File: config.mk
export PLATFORM = sky130hd
export DESIGN_NAME = wb_arbiter
export DESIGN_NICKNAME = d
export VERILOG_FILES = /design/src/rtl/wb_arbiter.sv
export SDC_FILE = /design/constraint.sdc
export NUM_CORES = 1
export LEC_CHECK = 0
export BUFFER_PORTS_ARGS = -buffer_cell sky130_fd_sc_hd__buf_2
export CORE_AREA = 10 10 101 103
export CTS_CLUSTER_DIAMETER = 40
export DETAILED_ROUTE_END_ITERATION = 8
export DIE_AREA = 0 0 111 113
export GPL_ROUTABILITY_DRIVEN = 0
export PLACE_DENSITY = 0.6
export SKIP_CTS_REPAIR_TIMING = 1
export SYNTH_ARGS = -nofsm -noshare
export SYNTH_HDL_FRONTEND = slang
export SYNTH_SLANG_ARGS = --single-unit
export TNS_END_PERCENT = 20
File: constraint.sdc
create_clock -name i_wb_clk -period 3.25 [get_ports i_wb_clk]
set_input_delay 0.1625 -clock i_wb_clk [delete_from_list [all_inputs] [get_ports i_wb_clk]]
set_output_delay 0.1625 -clock i_wb_clk [all_outputs]
set_load 0.005 [all_outputs]
File: src/rtl/wb_arbiter.sv
// Round-robin arbiter sharing one pipelined Wishbone B4 slave among
// several pipelined masters, with outstanding-request tracking and drain.
module wb_arbiter #(
    parameter int NUM_MASTERS     = 2,
    parameter int DATA_WIDTH      = 32,
    parameter int ADDR_WIDTH      = 32,
    parameter int MAX_OUTSTANDING = 4
) (
    input  logic                                  i_wb_clk,
    input  logic                                  i_wb_rst,
    input  logic [NUM_MASTERS-1:0]                i_m_cyc,
    input  logic [NUM_MASTERS-1:0]                i_m_stb,
    input  logic [NUM_MASTERS-1:0]                i_m_we,
    input  logic [NUM_MASTERS*DATA_WIDTH/8-1:0]   i_m_sel,
    input  logic [NUM_MASTERS*ADDR_WIDTH-1:0]     i_m_addr,
    input  logic [NUM_MASTERS*DATA_WIDTH-1:0]     i_m_data,
    output logic [DATA_WIDTH-1:0]                 o_m_data,
    output logic [NUM_MASTERS-1:0]                o_m_ack,
    output logic [NUM_MASTERS-1:0]                o_m_stall,
    output logic                                  o_s_cyc,
    output logic                                  o_s_stb,
    output logic                                  o_s_we,
    output logic [DATA_WIDTH/8-1:0]               o_s_sel,
    output logic [ADDR_WIDTH-1:0]                 o_s_addr,
    output logic [DATA_WIDTH-1:0]                 o_s_data,
    input  logic [DATA_WIDTH-1:0]                 i_s_data,
    input  logic                                  i_s_ack,
    input  logic                                  i_s_stall
);

    localparam int SW = DATA_WIDTH / 8;
    localparam int GW = (NUM_MASTERS > 1) ? $clog2(NUM_MASTERS) : 1;
    localparam int CW = $clog2(MAX_OUTSTANDING + 1);
    localparam logic [CW-1:0] MAXC = CW'(MAX_OUTSTANDING);

    typedef enum logic [1:0] {IDLE, BUSY, DRAIN} state_t;

    state_t          r_state;
    state_t          w_next;
    logic [GW-1:0]   r_g;
    logic [GW-1:0]   r_last;
    logic [GW-1:0]   w_win;
    logic [CW-1:0]   r_cnt;
    logic [CW-1:0]   w_cnt_nxt;
    logic            w_found;
    logic            w_cyc_g;
    logic            w_stb_g;
    logic            w_stb;
    logic            w_acc;
    logic            w_full;
    logic            w_ack_ok;
    int              w_idx;

    assign w_full   = (r_cnt == MAXC);
    assign w_ack_ok = i_s_ack && (r_cnt != '0);
    assign o_m_data = i_s_data;

    // First requester after the previous owner, wrapping around.
    always_comb begin
        w_found = 1'b0;
        w_win   = r_last;
        w_idx   = 0;
        for (int i = 1; i <= NUM_MASTERS; i++) begin
            w_idx = int'(r_last) + i;
            if (w_idx >= NUM_MASTERS)
                w_idx = w_idx - NUM_MASTERS;
            if (!w_found && i_m_cyc[w_idx]) begin
                w_found = 1'b1;
                w_win   = GW'(w_idx);
            end
        end
    end

    always_comb begin
        w_cyc_g  = 1'b0;
        w_stb_g  = 1'b0;
        o_s_we   = 1'b0;
        o_s_sel  = '0;
        o_s_addr = '0;
        o_s_data = '0;
        for (int k = 0; k < NUM_MASTERS; k++) begin
            if (r_g == GW'(k)) begin
                w_cyc_g  = i_m_cyc[k];
                w_stb_g  = i_m_stb[k];
                o_s_we   = i_m_we[k];
                o_s_sel  = i_m_sel[k*SW +: SW];
                o_s_addr = i_m_addr[k*ADDR_WIDTH +: ADDR_WIDTH];
                o_s_data = i_m_data[k*DATA_WIDTH +: DATA_WIDTH];
            end
        end
    end

    always_comb begin
        w_next    = r_state;
        w_cnt_nxt = r_cnt;
        w_stb     = 1'b0;
        w_acc     = 1'b0;
        o_s_cyc   = 1'b0;
        o_s_stb   = 1'b0;
        o_m_ack   = '0;
        o_m_stall = '1;
        unique case (r_state)
            IDLE: begin
                if (w_found)
                    w_next = BUSY;
            end
            BUSY: begin
                // CYC stays up while requests are still in flight.
                o_s_cyc   = w_cyc_g | (r_cnt != '0);
                w_stb     = w_cyc_g & w_stb_g & ~w_full;
                o_s_stb   = w_stb;
                w_acc     = w_stb & ~i_s_stall;
                w_cnt_nxt = r_cnt + CW'(w_acc) - CW'(w_ack_ok);
                for (int k = 0; k < NUM_MASTERS; k++) begin
                    if (r_g == GW'(k)) begin
                        o_m_stall[k] = i_s_stall | w_full;
                        o_m_ack[k]   = w_ack_ok;
                    end
                end
                if (!w_cyc_g)
                    w_next = (w_cnt_nxt == '0) ? IDLE : DRAIN;
            end
            DRAIN: begin
                o_s_cyc   = 1'b1;
                w_cnt_nxt = r_cnt - CW'(w_ack_ok);
                if (w_cnt_nxt == '0)
                    w_next = IDLE;
            end
            default: w_next = IDLE;
        endcase
    end

    always_ff @(posedge i_wb_clk) begin
        if (i_wb_rst) begin
            r_state <= IDLE;
            r_g     <= '0;
            r_last  <= GW'(NUM_MASTERS - 1);
            r_cnt   <= '0;
        end else begin
            r_state <= w_next;
            r_cnt   <= w_cnt_nxt;
            if (r_state == IDLE && w_found) begin
                r_g    <= w_win;
                r_last <= w_win;
            end
        end
    end

endmodule

[Yosys cells after proc, flatten, opt, wreduce, memory -nomap -nowiden]
Cells that the tools add are included.
Cells by class
  $add $sub $neg: 7
  order comparisons: 4
  multiplexer cells: 32
  eq/ne operators: 6
  reductions and logical operators: 10
  bitwise logic cells: 7
Operators with widths (count)
  32-bit 2-to-1 mux: 4
  32-bit by 3-bit < comparator with 1-bit output (second input constant): 2
  1-bit 2-to-1 mux: 18
  2-bit 2-to-1 mux: 6
  3-bit logical NOT: 2
  2-bit != test (second input constant): 3
  2-bit one-hot mux with 3 select lines: 1
  3-bit one-hot mux with 2 select lines: 1
  3-bit by 1-bit subtractor with 3-bit output: 2
  4-bit 2-to-1 mux: 1
  3-bit by 2-bit subtractor with 4-bit output (second input constant): 1
  1-bit by 2-bit adder with 3-bit output (second input constant): 1
  3-bit by 1-bit adder with 3-bit output: 1
  1-bit AND: 3
  3-bit == test (second input constant): 1
  3-bit by 2-bit >= comparator with 1-bit output (second input constant): 1
  1-bit logical AND: 3
  3-bit AND reduction: 1
  3-bit nonzero test: 1
  2-bit by 2-bit subtractor with 3-bit output (second input constant): 1
  1-bit by 1-bit adder with 2-bit output (second input constant): 1
  2-bit by 1-bit == test with 1-bit output (second input constant): 1
  2-bit == test (second input constant): 1
  2-bit >= comparator (second input constant): 1
  6 further kinds: 8
Storage, ports and cells
  word-level logic and storage cells: 70
  output and inout port bits: 107
  bits of input ports: 178
  bits in registers: 7

[Depth between registers and ports, before layout]
  depth after elaboration: 12
  gate-level depth with buffers: 12
  mapped depth without buffers: 12

[Worst setup path after synthesis]
OpenSTA, ideal clock, no wires.
  path kind: register -> register
  start point: register r_g
  end point: register r_state[1]
  path buffers: 0
  period minus slack after synthesis: 2.260 ns
  required time: 3.127 ns
  setup slack: 0.990 ns
  cell stages (with the launch flop): 12
  library setup time: 0.123 ns
  arrival: 2.136 ns
  path through: dfxtp_1 > nor2b_1 > a32oi_1 > nor2_1 > nor4_1 > a211oi_1 > ha_1 > fa_1 > xor2_1 > nand2b_1 > a311oi_1 > mux2_1
On the way
  word-level cells in the longest chain between the ends: 10
  elaborated cells between the ends (all ways): 13
  those cells by class: add/sub (2); eq/ne (1); mux (5); bitwise (3); reduce/logical (2)
RTL lines
  from (decl): line 40  | logic [GW-1:0] r_g;
  from (signal assigned): line 143  | r_g <= w_win;
  1-bit 2-to-1 mux: line 82  | if (r_g == GW'(k)) begin
  1-bit AND (2 in series): line 110  | w_stb = w_cyc_g & w_stb_g & ~w_full;
  1-bit AND: line 112  | w_acc = w_stb & ~i_s_stall;
  3-bit by 1-bit adder with 3-bit output: line 113  | w_cnt_nxt = r_cnt + CW'(w_acc) - CW'(w_ack_ok);
  3-bit by 1-bit subtractor with 3-bit output: line 113
  3-bit logical NOT: line 121  | w_next = (w_cnt_nxt == '0) ? IDLE : DRAIN;
  2-bit 2-to-1 mux: line 121
  2-bit 2-to-1 mux: line 120  | if (!w_cyc_g)
  2-bit one-hot mux with 3 select lines: line 102  | unique case (r_state)
  to (signal assigned): line 140  | r_state <= w_next;
  to (decl): line 38  | state_t r_state;
Parallel ways exist; a longest one is shown, timed or not. The select of a mux whose other input is x is not followed.
A chain may end at the register's enable or synchronous reset.

[Worst setup path after layout]
Ends and elaborated chain as after synthesis.

==> impl_metrics.ini <==
[cells_and_area]
final_common_cell = buf_2
final_cell_mix = 220 x buf_2, 69 x mux2_2, 14 x nor2_1
nNetsFinal = 557
fillerInstances = 889
syn_to_final_growth_pct = 58.2
drive_above_1_share_pct = 79.6
num_antenna_cells = 0

[floorplan]
die_x_um = 111
pin_count = 285
rows = 33
die_y_um = 113
design.die.area_mm2 = 0.0125
core_mm2 = 0.00813
start_util_pct = 20.7

[worst_setup_path]
slowest_delay_ns = 0.38
crit_chain = nor2b_1 -> a32oi_1 -> nor2_1 -> nor4_1 -> a211oi_1 -> ha_1 -> fa_1 -> xor2_1 -> nand2b_1 -> a311oi_1 -> mux2_1
required_ns = 3.37
critPathArrivalTime_ns = 2.64
cp_max_fo = 4
worstSetupEndpointType = flip-flop
slowest_stage = fa_1
path_class = flip-flop to flip-flop
startpoint_type = flip-flop

[timing]
fmax_mhz = 397
tns_ns = 0
finalHoldViolCount = 0
fin_crit_sh_pct = 77.5
finalMaxSlewViolations = 0
max_slew_margin_pct = 41.0
rsz0062_at_grt = no
finalClockSkew_ns = 0.000703
setup_viol = 0
period_needed_ns = 2.52
tightestPinTransition_ns = 0.884

[routing]
vias = 2059
wl_per_cell_um = 20.8
antenna_left = 0
drt-total-wl_um = 9920
drtIter0Drc = 80
drc = 0
viasPerCell = 4.32
drtPass1Iterations = 4

[clock_tree]
tritoncts = done
clk_pin_slew_ns = 0.04
numCtsBuffers = 3
clkSinkCount = 7
h-tree-depth = 1
worstSkewPairLatency_ns = 0.23
cts_buffer_depth = 2
root_buffer = clkbuf_8

[power_and_ir_drop]
power_leakage_nw = 1.39
power_mw = 1.27
ir_drop_uv = 351
cellPowerDensity_mw_per_mm2 = 475

[yosys]
ys_warn_count = 0
ys_ff_latch = 7
ys_types = 38
synth.avg_cell_area_um2 = 8.82
postSynthCellCount = 191
ys.flop_type = dfxtp_1
synth-seq-area-share_pct = 8.32
synth-async-reset-ratio_pct = 0
syn_nets = 375
syn-cell-area_mm2 = 0.00168
synth_edf_count = 0

[global_routing]
antenna_found_initial = 0
grt_first_pass_wirelength_um = 14600
grt_pass1_vias = 2293
grt-ovfl-total = 0
grt_use_total_pct = 14.7
grt_max_degree = 75

[placed_design]
dp_hpwl_um = 8980
portBuffers = 220

[status]
status = complete, no violations

[hold_path]
hold_path_class = primary input to flip-flop

[job]
drv_cap = 0
-- synthesized netlist by cell type (2+ instances only) --
cell type	count	share of area (%)
buf_4	33	15
nand2_1	10	2.2
a21oi_1	5	1.5
inv_1	5	1.1
mux2i_1	2	1.2
nand2b_1	5	1.9
nor2_1	14	3.1
dfxtp_1	7	8.3
buf_2	6	1.8
clkbuf_1	2	0.45
ha_1	5	3.7
xnor2_1	2	1.0
nor4_1	2	0.74
mux2_2	69	46
-- per-layer routing --
metal	vias to the layer above	global-route usage [%]	part of all wire, %
li1	1004	-	-
met1	904	16.3	39
met2	139	22.4	44
met3	12	10.7	16
met4	0	2.52	0.87
met5	-	0	0
-- sequential cells by signal, summed over array words and instances (netlist names) --
| signal | flops |
|---|---|
| r_cnt | 3 |
| r_state | 2 |
| r_g | 1 |
| r_last | 1 |
-- path summary, 6_finish.rpt --
check           start    endpoint  slack, ns  cells past startpoint
max               r_g  r_state[1]       0.73                     11
min          i_wb_rst         r_g       0.21                      2
max reg2reg       r_g  r_state[1]       0.73                     11
min reg2reg    r_last      r_last       0.50                      1
-- through the flow --
step	hold slack [ns]	worst slack [ns]	instances	utilization, %	area, um^2
after floorplan	0.359	0.990	191	-	1680
after CTS	0.211	0.746	477	32.8	2670
after global placement	0.325	0.821	473	32.2	2620
after detailed placement	0.325	0.724	473	32.2	2620
final	0.208	0.731	477	32.8	2670
after global routing	0.220	0.513	477	32.8	2670
-- power by group --
group | switching (mW) | internal (mW) | leakage [nW]
Clock | 0.0433 | 0.0854 | 0.0228
Sequential | 0.0453 | 0.119 | 0.0577
Combinational | 0.472 | 0.501 | 1.31
-- critical path, delay by kind of cell, from the launching register on --
family / cells / cell delay (ns)
flops: 1 / 0.34
fa+ha+maj: 2 / 0.58
compound gates: 3 / 0.51
simple gates: 4 / 0.47
xor+xnor: 1 / 0.20
mux: 1 / 0.30
-- area by class of cell --
class                   count  area, um^2  area share [%]
flip-flops and latches      7         141            5.31
multi-input cells         135        1220            45.8
inverters                   5        18.8           0.704
well taps                 105         131            4.93
clock buffers               4        45.0            1.69
repair buffers            221        1110            41.6
-- cell families after synthesis --
kind of cell / synth area share, %
multiplexers: 48.0
buffers and inverters: 19.2
AND/OR/NAND/NOR: 11.7
AO/OA/AOI/OAI: 6.24
flip-flops: 8.32
adder cells (fa/ha/maj): 4.90
XOR/XNOR: 1.56
(Power assumes the default switching activity.)
